===== config.mk =====
export PLATFORM = sky130hd
export DESIGN_NAME = fetch_unit
export DESIGN_NICKNAME = d
export VERILOG_FILES = /design/src/rtl/fetch_unit.sv
export SDC_FILE = /design/constraint.sdc
export NUM_CORES = 1
export LEC_CHECK = 0
export CAP_MARGIN = 0
export CORE_UTILIZATION = 41
export CTS_CLUSTER_SIZE = 8
export DETAILED_ROUTE_END_ITERATION = 12
export PLACE_DENSITY = 0.89
export SLEW_MARGIN = 5
export SYNTH_ARGS = -nofsm -noshare
export SYNTH_HDL_FRONTEND = slang
export SYNTH_SLANG_ARGS = --single-unit

===== constraint.sdc =====
create_clock -name clk -period 2.5 [get_ports clk]
set_input_delay 0.75 -clock clk [delete_from_list [all_inputs] [get_ports clk]]
set_output_delay 0.75 -clock clk [all_outputs]
set_load 0.005 [all_outputs]

===== src/rtl/fetch_unit.sv =====
// Instruction-fetch stage: owns the PC, fetches one word per step over req/ack, hands it to decode over valid/ready.
// Optional fetch timeout enabled by defining FETCH_TIMEOUT_EN.
module fetch_unit #(
    parameter logic [15:0] RESET_PC       = 16'h0000,
    parameter logic [15:0] PC_STEP        = 16'd1,
    parameter int unsigned TIMEOUT_CYCLES = 8
) (
    input  logic        clk,
    input  logic        reset,
    output logic [15:0] pc,
    output logic        mem_req,
    output logic [15:0] mem_addr,
    input  logic        mem_ack,
    input  logic [15:0] mem_rdata,
    output logic [15:0] instr,
    output logic        instr_valid,
    input  logic        instr_ready,
    input  logic        branch_take,
    input  logic [15:0] branch_target,
    input  logic        halt,
    output logic        halted,
    output logic        fetch_err
);

    localparam int unsigned WAIT_W = 4;

    typedef enum logic [1:0] {
        START,
        REQ,
        HOLD,
        HALTED
    } state_t;

    state_t state;

    // The wait counter is 4 bits wide, so the limit must fit in it.
    if (TIMEOUT_CYCLES < 1 || TIMEOUT_CYCLES > 15) begin : g_bad_timeout
        $error("fetch_unit: TIMEOUT_CYCLES must be in 1..15");
    end

`ifdef FETCH_TIMEOUT_EN
    localparam logic [WAIT_W-1:0] WAIT_LIMIT = WAIT_W'(TIMEOUT_CYCLES - 1);
    logic [WAIT_W-1:0] wait_cnt;
`else
    assign fetch_err = 1'b0;
`endif

    // The address bus is the PC register itself, so it can never disagree with pc during a request.
    assign mem_addr = pc;

    always_ff @(posedge clk) begin
        if (reset) begin
            state       <= START;
            pc          <= RESET_PC;
            instr       <= 16'h0000;
            mem_req     <= 1'b0;
            instr_valid <= 1'b0;
            halted      <= 1'b0;
`ifdef FETCH_TIMEOUT_EN
            fetch_err   <= 1'b0;
            wait_cnt    <= '0;
`endif
        end else begin
            case (state)
                START: begin
                    state   <= REQ;
                    mem_req <= 1'b1;
`ifdef FETCH_TIMEOUT_EN
                    wait_cnt <= '0;
`endif
                end
                REQ: begin
                    if (mem_ack) begin
                        instr       <= mem_rdata;
                        instr_valid <= 1'b1;
                        mem_req     <= 1'b0;
                        state       <= HOLD;
                    end
`ifdef FETCH_TIMEOUT_EN
                    // An ack on the limit cycle is taken above and wins over the timeout.
                    else if (wait_cnt == WAIT_LIMIT) begin
                        fetch_err <= 1'b1;
                        mem_req   <= 1'b0;
                        halted    <= 1'b1;
                        state     <= HALTED;
                    end else begin
                        wait_cnt <= wait_cnt + WAIT_W'(1);
                    end
`endif
                end
                HOLD: begin
                    if (instr_ready) begin
                        instr_valid <= 1'b0;
                        pc          <= branch_take ? branch_target : pc + PC_STEP;
                        if (halt) begin
                            halted <= 1'b1;
                            state  <= HALTED;
                        end else begin
                            mem_req <= 1'b1;
                            state   <= REQ;
`ifdef FETCH_TIMEOUT_EN
                            wait_cnt <= '0;
`endif
                        end
                    end
                end
                HALTED: begin
                    state <= HALTED;
                end
                default: begin
                    state <= START;
                end
            endcase
        end
    end

endmodule


==> run_results.csv, run 1 <==
group,metric,value,unit
place,placed_area,2720,µm²
clock_tree,ctsHoldBuffers,0,
floorplan,dieArea,4840,µm²
place,hpwl,3.36,mm
pwr,pwr_density_cell,476,nW/µm²
timing,slew_viol_final,0,
synthesis,synth.cell_area,1870,µm²
clock_tree,htree_levels,2,
synthesis,async_flop_share,0,%
synthesis,synth-edff-count,0,
worst_hold_path,min_to,"instr[1]",
layout,final_net_count,350,
clock_tree,cts_made_buffers,5,
routing,drc,0,
clock_tree,cts_setup_buffers,0,
worst_setup_path,crit_arrival,2380,ps
layout,drive_above_1_share,5.79,%
worst_setup_path,critPathMaxStageDelay,600,ps
place,gp_congestion,0.782,
worst_setup_path,r2r-end,"mem_addr[15]",
routing,vias_per_cell,5.37,
worst_setup_path,worstSetupEndpointType,"flop",
layout,n_antenna_cell,0,
layout,post-route-util,64.4,%
floorplan,initial_core_util,42.7,%
synthesis,ys_ff_latch,37,
global_routing,grt_max_degree,44,
layout,syn_to_final_growth,50.9,%
synthesis,yosysWarnings,0,
timing,hold_viol_final,0,
worst_setup_path,crit_family,"simple AND/OR/NAND/NOR gates",
worst_setup_path,path_cells,"clkdlybuf4s50_1, nand3b_1, or4_1, a32oi_1, nor2_1",
worst_setup_path,crit_type,"in2reg",
place,post-place-cells,356,
routing,first_iter_violations,144,
worst_setup_path,path_buf_inv,1,
timing,fin_ws,296,ps
synthesis,syn-mean-instance-area,7.76,µm²
synthesis,synth.distinct_cells,39,
layout,seqCellArea,741,µm²
routing,routed_wl,4.93,mm
layout,mostFrequentLayoutCells,"88 x clkdlybuf4s50_1, 49 x nand2_1, 37 x dfxtp_1",
worst_setup_path,crit_cells,5,
timing,grt_setup_unrepaired,"false",
timing,hold_ws,452,ps
place,io_buffers,88,
global_routing,grt_pass1_wl,8.05,mm
pwr,finalPower,1.34,mW
layout,mostFrequentLayoutCell,"clkdlybuf4s50_1",
clock_tree,cts_resized,0,
timing,finalCriticalPeriod,2200,ps
timing,timing.fmax,454,MHz
worst_setup_path,r2r_start,"mem_addr[5]",
timing,fin_skew,7.85,ps
timing,fin_setup_tns,0,ps
worst_hold_path,hold_path_startpoint,"instr[1]",
synthesis,netlist_instances,241,
layout,fin_area,2820,µm²
global_routing,antenna_found_initial,0,
pwr,p_leak,0.961,nW
global_routing,grt_usage,20.9,%
routing,ant_nets,0,
routing,wl_per_cell,13.6,µm
worst_setup_path,cp_slowest_cell,"or4_1",
layout,multi_input_area,935,µm²
worst_hold_path,hp-class,"reg2reg",
timing,post-route-period-util,88.2,%
layout,fin_cells,363,
clock_tree,clkTransAtPathRegs,70,ps
synthesis,mappedNetlistNets,280,
worst_setup_path,r2r_cells,4,
floorplan,core,4380,µm²
routing,first_pass_iters,4,
global_routing,grt_pass1_vias,1691,
place,dp_slack,-21.3,ps
status,outcome,"finished, final reports clean",
worst_setup_path,crit_required,2680,ps
flow_run,drv_cap,0,
worst_setup_path,cp_max_fo,6,
clock_tree,worstSkewPairLatency,290,ps
global_routing,grt-ovfl-total,0,
clock_tree,cts_root_buffer,"clkbuf_8",
synthesis,ys_seq_area_share,39.6,%
worst_setup_path,ff2ff_setup_slack,480,ps
worst_hold_path,min_path_cells,2,
layout,fillers,402,
clock_tree,cts_buffer_depth,2,
clock_tree,cts_tree,"yes",
worst_setup_path,cp-start-kind,"primary input",
synthesis,synth_top_area_share,39.6,%
floorplan,fp.dieW,69.5,µm
synthesis,synth_flop_cell,"dfxtp_1",
floorplan,num_io_pins,90,
synthesis,yosysTopAreaCell,"dfxtp_1",
floorplan,rows,24,
floorplan,die_y,69.5,µm
clock_tree,cts_sinks,37,
synthesis,synth_area_leaders,"dfxtp_1 40%, nand2_1 9.8%, a21oi_1 7.5%",
timing,finalSetupViolCount,0,
routing,num_vias,1948,
pwr,vdd_drop_max,0.372,mV
final cells by class:
| cell class | count | area share [%] |
|---|---|---|
| Clock inverter | 2 | 1.24 |
| Sequential cell | 37 | 26.2 |
| Timing Repair Buffer | 94 | 34.1 |
| Clock buffer | 5 | 2.44 |
| Inverter | 4 | 0.532 |
| Tap cell | 52 | 2.30 |
| Multi-Input combinational cell | 169 | 33.1 |
sequential cells by signal, indices dropped and copies added (netlist names):
register / cells
instr_valid: 1
mem_addr: 16
halted: 1
instr: 16
state: 2
mem_req: 1
worst register-to-register path, cell delays in order, from the launching register on:
cell     delay [ps]
dfxtp_1         480
nand4_2         290
or4_1           600
or4_1           410
a31oi_1         180
cells by family after synthesis:
logic type	Yosys count	share of synthesized area, %
other cells	1	0.200
mux	3	1.61
simple gates	103	27.8
compound gates	61	19.7
flops	37	39.6
buf+inv	35	10.4
fa+ha+maj	1	0.669
layer usage:
layer	up-vias	GRT usage, %	part of all wire [%]
met5	-	0	0
met4	0	10.9	2.3
met3	9	4.51	5.0
met2	60	33.1	49
met1	898	26.5	43
li1	981	-	-
report_power, final:
| group | switching [mW] | internal [mW] | leakage [nW] |
|---|---|---|---|
| sequential | 0.0211 | 0.613 | 0.301 |
| combinational | 0.0799 | 0.132 | 0.606 |
| clock | 0.208 | 0.290 | 0.0540 |
Yosys cell counts (2+ instances only):
cell	instances
nor2b_1	3
o41ai_1	3
mux2i_1	3
nand2b_1	2
nor4_1	4
dfxtp_1	37
nand2_1	49
o21ai_0	7
nand4_1	2
or2_2	2
or3_1	2
or4_1	6
inv_1	4
buf_4	17
a21oi_1	28
nand3b_1	3
nand3_1	8
nor2_1	9
nor3b_1	2
a22oi_1	2
nor3_1	5
clkbuf_1	13
a31oi_1	9
o31ai_1	2
and3_1	3
a211oi_1	3
worst max path at each step:
stage	start	endpoint
after floorplan	instr_ready	mem_addr[11]
after global placement	instr_ready	mem_addr[11]
after detailed placement	instr_ready	mem_addr[11]
after CTS	instr_ready	mem_addr[11]
after global routing	instr_ready	mem_addr[9]
final	instr_ready	mem_addr[11]
(Power assumes the default switching activity.)
==> inputs of run 2 (changes only) <==
--- a/config.mk
+++ b/config.mk
@@ -6,10 +6,10 @@
 export NUM_CORES = 1
 export LEC_CHECK = 0
 export CAP_MARGIN = 0
-export CORE_UTILIZATION = 41
-export CTS_CLUSTER_SIZE = 8
+export CORE_UTILIZATION = 42
+export CTS_BUF_LIST = sky130_fd_sc_hd__clkbuf_2
 export DETAILED_ROUTE_END_ITERATION = 12
-export PLACE_DENSITY = 0.89
+export PLACE_DENSITY = 0.9
 export SLEW_MARGIN = 5
 export SYNTH_ARGS = -nofsm -noshare
 export SYNTH_HDL_FRONTEND = slang
==> run_results.csv, run 2 (synthesis gave the netlist of run 1 again) <==
group,metric,value,unit
worst_setup_path,crit_type,"reg2out",
layout,syn_to_final_growth,49.6,%
routing,wl_per_cell,14.0,µm
pwr,p_sw,317,µW
clock_tree,cts_made_buffers,5,
worst_setup_path,cp_slowest_cell,"clkdlybuf4s50_1",
place,gp_congestion,0.823,
pwr,internal-power,914,µW
layout,mostFrequentLayoutCell,"clkdlybuf4s50_1",
clock_tree,cts_tree,"yes",
pwr,p_seq_share,51.7,%
timing,finalCriticalPeriod,2310,ps
worst_setup_path,path_buf_inv,1,
clock_tree,clkTransAtPathRegs,210,ps
layout,n_antenna_cell,0,
timing,hold_ws,467,ps
timing,fin_skew,30.0,ps
timing,grt_setup_unrepaired,"false",
clock_tree,htree_levels,2,
clock_tree,cts_resized,0,
global_routing,grt_pass1_vias,1626,
worst_setup_path,path_cells,"clkdlybuf4s50_1",
timing,fin_setup_tns,0,ps
layout,fin_cells,364,
pwr,pwr-share-comb,17.6,%
place,hpwl,3.51,mm
timing,post-route-period-util,92.2,%
routing,num_vias,1985,
floorplan,rows,23,
layout,fillers,357,
clock_tree,cts_buffer_depth,2,
floorplan,core,4140,µm²
timing,slew_headroom,57.8,%
clock_tree,cts_setup_buffers,0,
timing,slew_viol_final,0,
worst_setup_path,cp-start-kind,"flop",
timing,hold_viol_final,0,
timing,timing.fmax,434,MHz
global_routing,grt_max_degree,44,
worst_setup_path,worstSetupEndpointType,"output port",
layout,drive_above_1_share,6.37,%
layout,final_net_count,352,
routing,first_iter_violations,187,
timing,worstMarginPinSlew,632,ps
place,dp_slack,-6.15,ps
global_routing,antenna_found_initial,0,
pwr,p_sw_share,25.8,%
timing,finalSetupViolCount,0,
status,outcome,"finished, final reports clean",
worst_setup_path,crit_family,"buffers and inverters",
routing,ant_nets,0,
routing,first_pass_iters,4,
clock_tree,cts_sinks,37,
worst_hold_path,hp-class,"reg2reg",
layout,mostFrequentLayoutCells,"88 x clkdlybuf4s50_1, 49 x nand2_1, 37 x dfxtp_1",
global_routing,grt_pass1_wl,7.56,mm
flow_run,drv_cap,0,
floorplan,dieArea,4720,µm²
floorplan,die_y,68.7,µm
global_routing,grt_usage,21.3,%
worst_setup_path,cp_max_fo,8,
worst_setup_path,crit_required,1750,ps
routing,routed_wl,5.10,mm
global_routing,grt-ovfl-total,0,
clock_tree,worstSkewPairLatency,410,ps
timing,fin_ws,195,ps
routing,vias_per_cell,5.45,
floorplan,fp.dieW,68.7,µm
place,post-place-cells,356,
pwr,pwr_density_cell,440,nW/µm²
floorplan,initial_core_util,45.1,%
worst_setup_path,critPathMaxStageDelay,600,ps
routing,drc,0,
clock_tree,ctsHoldBuffers,0,
place,io_buffers,88,
pwr,p_leak,0.948,nW
pwr,clock_power_share,30.8,%
floorplan,num_io_pins,90,
clock_tree,cts_root_buffer,"clkbuf_2",
worst_setup_path,crit_arrival,1560,ps
pwr,vdd_drop_max,0.292,mV
-- run 2: per-stage QoR --
stage / area (µm²) / util (%) / power [mW]
global placement: 2730 / 65.9 / 0.858
floorplan: 1870 / - / 0.730
CTS: 2800 / 67.5 / 1.23
finish: 2800 / 67.5 / 1.23
detailed placement: 2730 / 65.9 / 0.862
global route: 2800 / 67.5 / 1.28
-- run 2: power groups by stage --
stage                     combinational [mW]  sequential (mW)  clock [mW]
after detailed placement               0.215            0.647           0
after global placement                 0.212            0.646           0
final                                  0.216            0.636       0.379
after global routing                   0.235            0.640       0.401
after CTS                              0.217            0.635       0.379
after floorplan                       0.0829            0.647           0
-- run 2: final cells by class --
class / instances / area, µm² / share of cell area [%]
timing repair buffer: 96 / 978 / 35.0
multi-input combinational: 169 / 935 / 33.4
sequential: 37 / 741 / 26.5
tap: 50 / 62.6 / 2.24
clock inverter: 3 / 41.3 / 1.48
clock buffer: 5 / 25.0 / 0.894
inverter: 4 / 15.0 / 0.537
-- run 2: path summary, 6_finish.rpt --
path	startpoint	to	slack, ps	depth (start not counted)
min	instr_valid	instr_valid	470	2
max reg2reg	mem_addr[5]	mem_addr[15]	490	4
max	mem_addr[0]	pc[0]	190	1
min reg2reg	instr_valid	instr_valid	470	2
-- run 2: metal layers --
metal  global-route usage, %  vias up  share of wire (%)
met5                       0        -                  0
met4                    9.95        0                2.8
met3                    3.95       14                5.8
met2                    33.9       82                 49
met1                    27.7      904                 42
li1                        -      985                  -
